===== src/rtl/bus_arb_pkg.sv =====
// Shared types and defaults for the two-master bus arbiter.
// The optional round-robin mode is selected with BUS_ARB_FAIR_EN in bus_arbiter.
package bus_arb_pkg;

  typedef enum logic [1:0] {
    IDLE   = 2'd0,
    ACCESS = 2'd1,
    DONE   = 2'd2
  } bus_state_t;

  typedef enum logic {
    OWN_CPU = 1'b0,
    OWN_DMA = 1'b1
  } owner_t;

  localparam int DEF_WAIT_STATES = 2;
  localparam int DEF_ADDR_W      = 16;
  localparam int DEF_DATA_W      = 8;
  // Wait states range 0..15, so four counter bits are enough.
  localparam int WAIT_W          = 4;

endpackage


===== src/rtl/bus_wait_counter.sv =====
// Wait-state down-counter: loads the wait-state count at the start of a bus
// cycle, counts down once per ACCESS cycle and flags when it reaches zero.
module bus_wait_counter
  import bus_arb_pkg::*;
#(
  parameter int W = WAIT_W
) (
  input  logic         clock,
  input  logic         reset,
  input  logic         load,
  input  logic [W-1:0] load_value,
  input  logic         dec,
  output logic         zero
);

  logic [W-1:0] count;

  // Load has priority over decrement; the count never wraps below zero.
  always_ff @(posedge clock) begin
    if (reset) begin
      count <= '0;
    end else if (load) begin
      count <= load_value;
    end else if (dec && (count != '0)) begin
      count <= count - W'(1);
    end
  end

  assign zero = (count == '0);

endmodule


===== src/rtl/bus_arbiter.sv =====
// Two-master (CPU/DMA) single-slave bus arbiter with programmable wait states.
// Define BUS_ARB_FAIR_EN for round-robin on simultaneous requests; otherwise CPU wins.
module bus_arbiter
  import bus_arb_pkg::*;
#(
  parameter int WAIT_STATES = DEF_WAIT_STATES,
  parameter int ADDR_W      = DEF_ADDR_W,
  parameter int DATA_W      = DEF_DATA_W
) (
  input  logic              clock,
  input  logic              reset,
  input  logic              cpu_req,
  input  logic [ADDR_W-1:0] cpu_addr,
  input  logic [DATA_W-1:0] cpu_wdata,
  input  logic              cpu_we,
  input  logic              dma_req,
  input  logic [ADDR_W-1:0] dma_addr,
  input  logic [DATA_W-1:0] dma_wdata,
  input  logic              dma_we,
  output logic              cpu_gnt,
  output logic              dma_gnt,
  output logic              cpu_ack,
  output logic              dma_ack,
  output logic [DATA_W-1:0] rdata,
  output logic [ADDR_W-1:0] addressBus,
  output logic [DATA_W-1:0] dataOutBus,
  output logic              writeEnBus,
  input  logic [DATA_W-1:0] dataInBus
);

  bus_state_t        state_q, state_d;
  owner_t            owner_q, winner;
  logic [ADDR_W-1:0] addr_q;
  logic [DATA_W-1:0] wdata_q;
  logic              we_q;
  logic [DATA_W-1:0] rdata_q;
  logic              load, dec, capture, wait_zero;

  bus_wait_counter #(
    .W(WAIT_W)
  ) u_wait_counter (
    .clock     (clock),
    .reset     (reset),
    .load      (load),
    .load_value(WAIT_W'(WAIT_STATES)),
    .dec       (dec),
    .zero      (wait_zero)
  );

`ifdef BUS_ARB_FAIR_EN
  owner_t last_owner_q;

  always_comb begin
    winner = OWN_CPU;
    if (cpu_req && dma_req) begin
      winner = (last_owner_q == OWN_CPU) ? OWN_DMA : OWN_CPU;
    end else if (dma_req) begin
      winner = OWN_DMA;
    end
  end

  always_ff @(posedge clock) begin
    if (reset) begin
      last_owner_q <= OWN_CPU;
    end else if (load) begin
      last_owner_q <= winner;
    end
  end
`else
  // Fixed priority: DMA only gets the bus when the CPU is not asking.
  always_comb begin
    winner = OWN_CPU;
    if (!cpu_req && dma_req) begin
      winner = OWN_DMA;
    end
  end
`endif

  always_ff @(posedge clock) begin
    if (reset) begin
      state_q <= IDLE;
    end else begin
      state_q <= state_d;
    end
  end

  // Requests are only looked at in IDLE, so anything the masters do
  // during ACCESS or DONE has no effect on the running cycle.
  always_comb begin
    state_d = state_q;
    load    = 1'b0;
    dec     = 1'b0;
    capture = 1'b0;
    case (state_q)
      IDLE: begin
        if (cpu_req || dma_req) begin
          state_d = ACCESS;
          load    = 1'b1;
        end
      end
      ACCESS: begin
        if (wait_zero) begin
          state_d = DONE;
          capture = !we_q;
        end else begin
          dec = 1'b1;
        end
      end
      DONE: begin
        state_d = IDLE;
      end
      default: begin
        state_d = IDLE;
      end
    endcase
  end

  always_ff @(posedge clock) begin
    if (reset) begin
      owner_q <= OWN_CPU;
      addr_q  <= '0;
      wdata_q <= '0;
      we_q    <= 1'b0;
      rdata_q <= '0;
    end else begin
      if (load) begin
        owner_q <= winner;
        addr_q  <= (winner == OWN_DMA) ? dma_addr  : cpu_addr;
        wdata_q <= (winner == OWN_DMA) ? dma_wdata : cpu_wdata;
        we_q    <= (winner == OWN_DMA) ? dma_we    : cpu_we;
      end
      if (capture) begin
        rdata_q <= dataInBus;
      end
    end
  end

  // The latched address and write data double as the held bus values outside ACCESS.
  always_comb begin
    cpu_gnt    = (state_q != IDLE) && (owner_q == OWN_CPU);
    dma_gnt    = (state_q != IDLE) && (owner_q == OWN_DMA);
    cpu_ack    = (state_q == DONE) && (owner_q == OWN_CPU);
    dma_ack    = (state_q == DONE) && (owner_q == OWN_DMA);
    writeEnBus = (state_q == ACCESS) && we_q;
    addressBus = addr_q;
    dataOutBus = wdata_q;
    rdata      = rdata_q;
  end

endmodule


===== config.mk =====
export PLATFORM = sky130hd
export DESIGN_NAME = bus_arbiter
export DESIGN_NICKNAME = d
export VERILOG_FILES = /design/src/rtl/bus_arb_pkg.sv /design/src/rtl/bus_wait_counter.sv /design/src/rtl/bus_arbiter.sv
export SDC_FILE = /design/constraint.sdc
export NUM_CORES = 1
export LEC_CHECK = 0
export ABC_CLOCK_PERIOD_IN_PS = 1700
export BUFFER_PORTS_ARGS = -buffer_cell sky130_fd_sc_hd__buf_2
export CORE_UTILIZATION = 30
export CTS_BUF_LIST = sky130_fd_sc_hd__clkbuf_4 sky130_fd_sc_hd__clkbuf_8
export DETAILED_ROUTE_END_ITERATION = 10
export PLACE_DENSITY_LB_ADDON = 0.05
export SYNTH_ARGS = -nofsm -noshare
export SYNTH_HDL_FRONTEND = slang
export SYNTH_SLANG_ARGS = --single-unit

===== constraint.sdc =====
create_clock -name clock -period 1.7 [get_ports clock]
set_input_delay 0.34 -clock clock [delete_from_list [all_inputs] [get_ports clock]]
set_output_delay 0.34 -clock clock [all_outputs]
set_load 0.005 [all_outputs]

## Word-level counts from Yosys, hierarchy flattened

Cells that the tools add are included.
W data, S select, Z words.

| storage, ports and cells | value |
|---|---|
| bits in registers | 40 |
| bits of input ports | 62 |

| cells by class | value |
|---|---|
| $add $sub $neg | 1 |
| equal/unequal tests | 4 |
| multiplexer cells | 15 |
| bitwise gates (word level) | 1 |
| reduce and logical (&&, ||, !) cells | 17 |

Operators with widths:

| operator | number |
|---|---|
| $mux W16 | 1 |
| $mux W1 | 8 |
| $mux W2 | 4 |
| $mux W8 | 1 |
| $logic_and A1 B1 Y1 | 7 |
| $logic_not A4 Y1 | 1 |
| $pmux W2 S2 | 1 |
| $reduce_bool A2 Y1 | 2 |
| $reduce_bool A4 Y1 | 1 |
| $sub A4 B1 Y4 const B | 1 |
| $eq A2 B1 Y1 const B | 1 |
| $eq A2 B2 Y1 const B | 1 |
| $logic_not A1 Y1 | 2 |
| $logic_not A2 Y1 | 1 |
| $ne A2 B1 Y1 const B | 1 |
| $ne A2 B2 Y1 const B | 1 |
| $reduce_and A2 Y1 | 1 |
| $reduce_or A2 Y1 | 1 |
| $logic_or A1 B1 Y1 | 1 |
| $not A1 Y1 | 1 |

## Depth between registers and ports, before layout

| depth | value |
|---|---|
| depth after elaboration | 6 |
| gate-level depth with buffers | 6 |

## Cells and area by module

From an unflattened synthesis, not the netlist that was laid out.

| unflattened totals | value |
|---|---|
| cells, all modules | 222 |
| area total of the unflattened synthesis | 1,979.4 µm² |

By module, submodules not included:

| module | instances | cells an instance | area each (µm²) | sequential area each (µm²) |
|---|---|---|---|---|
| bus_arbiter | 1 | 193 | 1,716.6 | 720.7 |
| bus_wait_counter | 1 | 29 | 262.8 | 80.1 |

## Worst setup path before layout

OpenSTA, ideal clock, no wires.

| timing path | value |
|---|---|
| path type | reg2reg |
| start | register u_wait_counter.count[0] |
| end | register rdata_q[0], in the netlist rdata[0] |
| library setup time | 0.072 ns |
| data arrival time | 1.601 ns |
| required time | 1.628 ns |
| setup slack | 0.027 ns |
| cell stages (with the launch flop) | 7 |
| buffers on the path | 1 |
| cell sequence | dfxtp_1 > inv_1 > ha_1 > or3b_1 > buf_2 > nor3_4 > mux2i_1 |

| between the ends | value |
|---|---|
| cells in the longest elaborated chain, start to end | 3 |

RTL lines:

| item | line | RTL |
|---|---|---|
| start: declaration | bus_wait_counter.sv:16 | `logic [W-1:0] count;` |
| start signal: assignment | bus_wait_counter.sv:23 | `count <= load_value;` |
| start signal: assignment | bus_wait_counter.sv:25 | `count <= count - W'(1);` |
| $logic_not A4 Y1 | bus_wait_counter.sv:29 | `assign zero = (count == '0);` |
| $mux W1 | bus_arbiter.sv:102 | `if (wait_zero) begin` |
| $mux W1 | bus_arbiter.sv:94 | `case (state_q)` |
| end signal: assignment | bus_arbiter.sv:133 | `rdata_q <= dataInBus;` |
| end: declaration | bus_arbiter.sv:36 | `logic [DATA_W-1:0] rdata_q;` |

Every way passes these cells.
A chain may end at the register's enable or synchronous reset.

## Worst setup path after layout

| timing path | value |
|---|---|
| start | register u_wait_counter.count[1] |
| end | register rdata_q[7], in the netlist rdata[7] |

The elaborated chain is that of the path after synthesis.

==> flow_summary.ini <==
[placement]
portBuffers = 98
finalWeightedCongestion = 0.794
dp.final_hpwl_mm = 2.95
dp_cells = 328
pre_cts_slack_ns = 0.0690

[pwr]
combPwrFrac_pct = 24.8
net-switching-power_w = 0.000642
pwr-share-clk_pct = 28.2
p_int_w = 0.00173
ir_drop_mv = 0.334
p_leak_nw = 1.14
p_per_area_nw_per_um2 = 949
p_seq_share_pct = 47.0
swShare_pct = 27.1

[routing]
dr_total_vias = 1545
drc = 0
dr.first_iter.drc_count = 18
wl_per_cell_um = 12.2
vias_per_cell = 4.60
wl_met3_um = 348
dr.max_layer_used = met4
wirelength_mm = 4.09
first_pass_iters = 4
met2_length_mm = 1.74
detail_route.wirelength.met1_mm = 1.99
drt.antenna.violating_nets = 0

[clock_tree]
cts_tree = done
cts_setup_buffers = 0
hold_buffers = 0
cts_resized = 0
cts_sinks = 40
cts_root_buf = clkbuf_8
clk_latency_ns = 0.28
cts_buffer_depth = 2
cts_buffers = 5
clk_pin_slew_worst_paths_ns = 0.07
cts-htree-levels = 2

[layout]
mostFrequentLayoutCells = 98 x buf_2, 40 x dfxtp_1, 33 x mux2i_1, 25 x o2bb2ai_1, 17 x nand2b_1
nets = 326
stdcell_count = 336
multi_input_area_sq_um = 908
utilization_pct = 44.9
antenna_cells = 0
regArea_sq_um = 801
drive_above_1_share_pct = 45.5
area_growth_pct = 43.2
n_fill_cell = 562
final_common_cell = buf_2

[hold_path]
holdPathStages = 2
hold_path_class = in -> reg

[timing]
maxSlewHeadroom_pct = 79.3
layout_setup_ws_ns = 0.129
finalSetupViolCount = 0
fmax_mhz = 637
grt_setup_unrepaired = no
finalHoldViolations = 0
fin_crit_sh_pct = 92.4
setup_tns_ns = 0
period_minus_slack_ns = 1.57
final_max_slew_viol_count = 0
worstMarginPinSlew_ns = 0.310
finClkSkew_ns = 0.00572

[die]
initial_core_util_pct = 31.3
std_cell_rows = 27
die_h_um = 78.3
chipWidth_um = 78.3
core_area_sq_um = 5570
die-area_sq_um = 6130
io_pins = 99

[grt]
grt_max_degree = 27
grt_usage_pct = 13.5
grt_pass1_wl_mm = 6.48
grt-ovfl-total = 0
antenna_found_initial = 0
grt_pass1_vias = 1408

[synthesis]
syn_nets = 225
netlist_area_sq_um = 1750
yosysWarnings = 0
synth-edff-count = 0
syn_area_per_cell_sq_um = 10.8
synth.yosys.seq_area_share_pct = 45.8
synthFlopType = dfxtp_1
ys_ff_latch = 40
synth_cells = 162
async_flop_share_pct = 0
yosys.cell_types.count = 30

[critical_path]
path_max_fanout = 8
required_ns = 1.91
cp-start-kind = flip-flop
worstPathArrival_ns = 1.79
crit_end = rdata[7]
cp-startpoint = u_wait_counter.count[1]
end_kind = flip-flop
r2r_slack_ns = 0.13
reg2reg_to = rdata[7]
r2r_cells = 6
setup.worst_path.class = reg -> reg
r2r_start = u_wait_counter.count[1]

[run_status]
status = finished clean

[run]
max_cap_violations = 0
[stage by stage]
stage	instance area, sq um	power (W)	hold WS, ns
final	2500	0.00237	0.269
after floorplan	1750	0.00143	0.437
after global placement	2390	0.00172	0.441
after CTS	2490	0.00242	0.269
after global routing	2500	0.00254	0.268
after detailed placement	2390	0.00172	0.441
[synth_stat cells (2+ instances only)]
| cell type | count | share of area (%) |
|---|---|---|
| nor3_1 | 2 | 0.57 |
| o2bb2ai_1 | 25 | 13 |
| dfxtp_1 | 40 | 46 |
| inv_1 | 3 | 0.64 |
| nor3b_1 | 2 | 0.86 |
| clkbuf_1 | 5 | 1.1 |
| nor2b_1 | 3 | 1.1 |
| buf_2 | 6 | 1.7 |
| o21ai_0 | 2 | 0.57 |
| nand2b_1 | 17 | 6.1 |
| nand3_1 | 2 | 0.57 |
| a21oi_1 | 4 | 1.1 |
| nor2_1 | 2 | 0.43 |
| mux2i_1 | 33 | 19 |
[cell type report]
cell class / instances / share of cell area, %
Multi-Input combinational cell: 108 / 36.3
Timing Repair Buffer: 105 / 23.7
Inverter: 3 / 0.450
Clock buffer: 8 / 3.90
Sequential cell: 40 / 32.0
Tap cell: 72 / 3.60
[flip-flops by register name (all words and copies together), names as in the netlist]
name                  flops
addressBus               16
state_q                   2
we_q                      1
rdata                     8
u_wait_counter.count      4
dataOutBus                8
owner_q                   1
[power by group through the flow]
stage | combinational, W | clock [W] | sequential, W
detailed placement | 0.000588 | 0 | 0.00113
global route | 0.000653 | 0.000751 | 0.00113
finish | 0.000589 | 0.000668 | 0.00112
CTS | 0.000588 | 0.000714 | 0.00111
global placement | 0.000588 | 0 | 0.00113
floorplan | 0.000290 | 0 | 0.00114
[kinds of logic (layout without fill, tap and decap cells)]
logic type | count (synthesis) | count (layout) | share of synthesized area [%]
AOI/OAI and AO/OA | 38 | 38 | 17.6
adders and majority gates | 1 | 1 | 0.716
buffers and inverters | 14 | 116 | 3.44
DFF | 40 | 40 | 45.8
muxes | 33 | 33 | 18.9
and+or+nand+nor | 36 | 36 | 13.5
[critical path, stage by stage (launching register included)]
cell     delay [ns]
dfxtp_1        0.35
inv_1          0.10
ha_4           0.15
or3b_4         0.41
nor3_4         0.16
buf_12         0.16
mux2i_1        0.18
[per-layer routing]
layer / vias to the layer above / global-route usage, %
li1: 800 / -
met1: 672 / 17.2
met2: 71 / 20.6
met3: 2 / 5.23
met4: 0 / 4.44
met5: - / 0
[worst min-delay path by stage]
| stage | slack, ns | startpoint | end |
|---|---|---|---|
| global placement | 0.44 | addressBus[1] | addressBus[1] |
| finish | 0.27 | reset | owner_q |
| global route | 0.27 | reset | owner_q |
| floorplan | 0.44 | cpu_req | owner_q |
| detailed placement | 0.44 | dataOutBus[6] | dataOutBus[6] |
| CTS | 0.27 | reset | owner_q |
No activity file was read; power rests on OpenSTA's default activity.
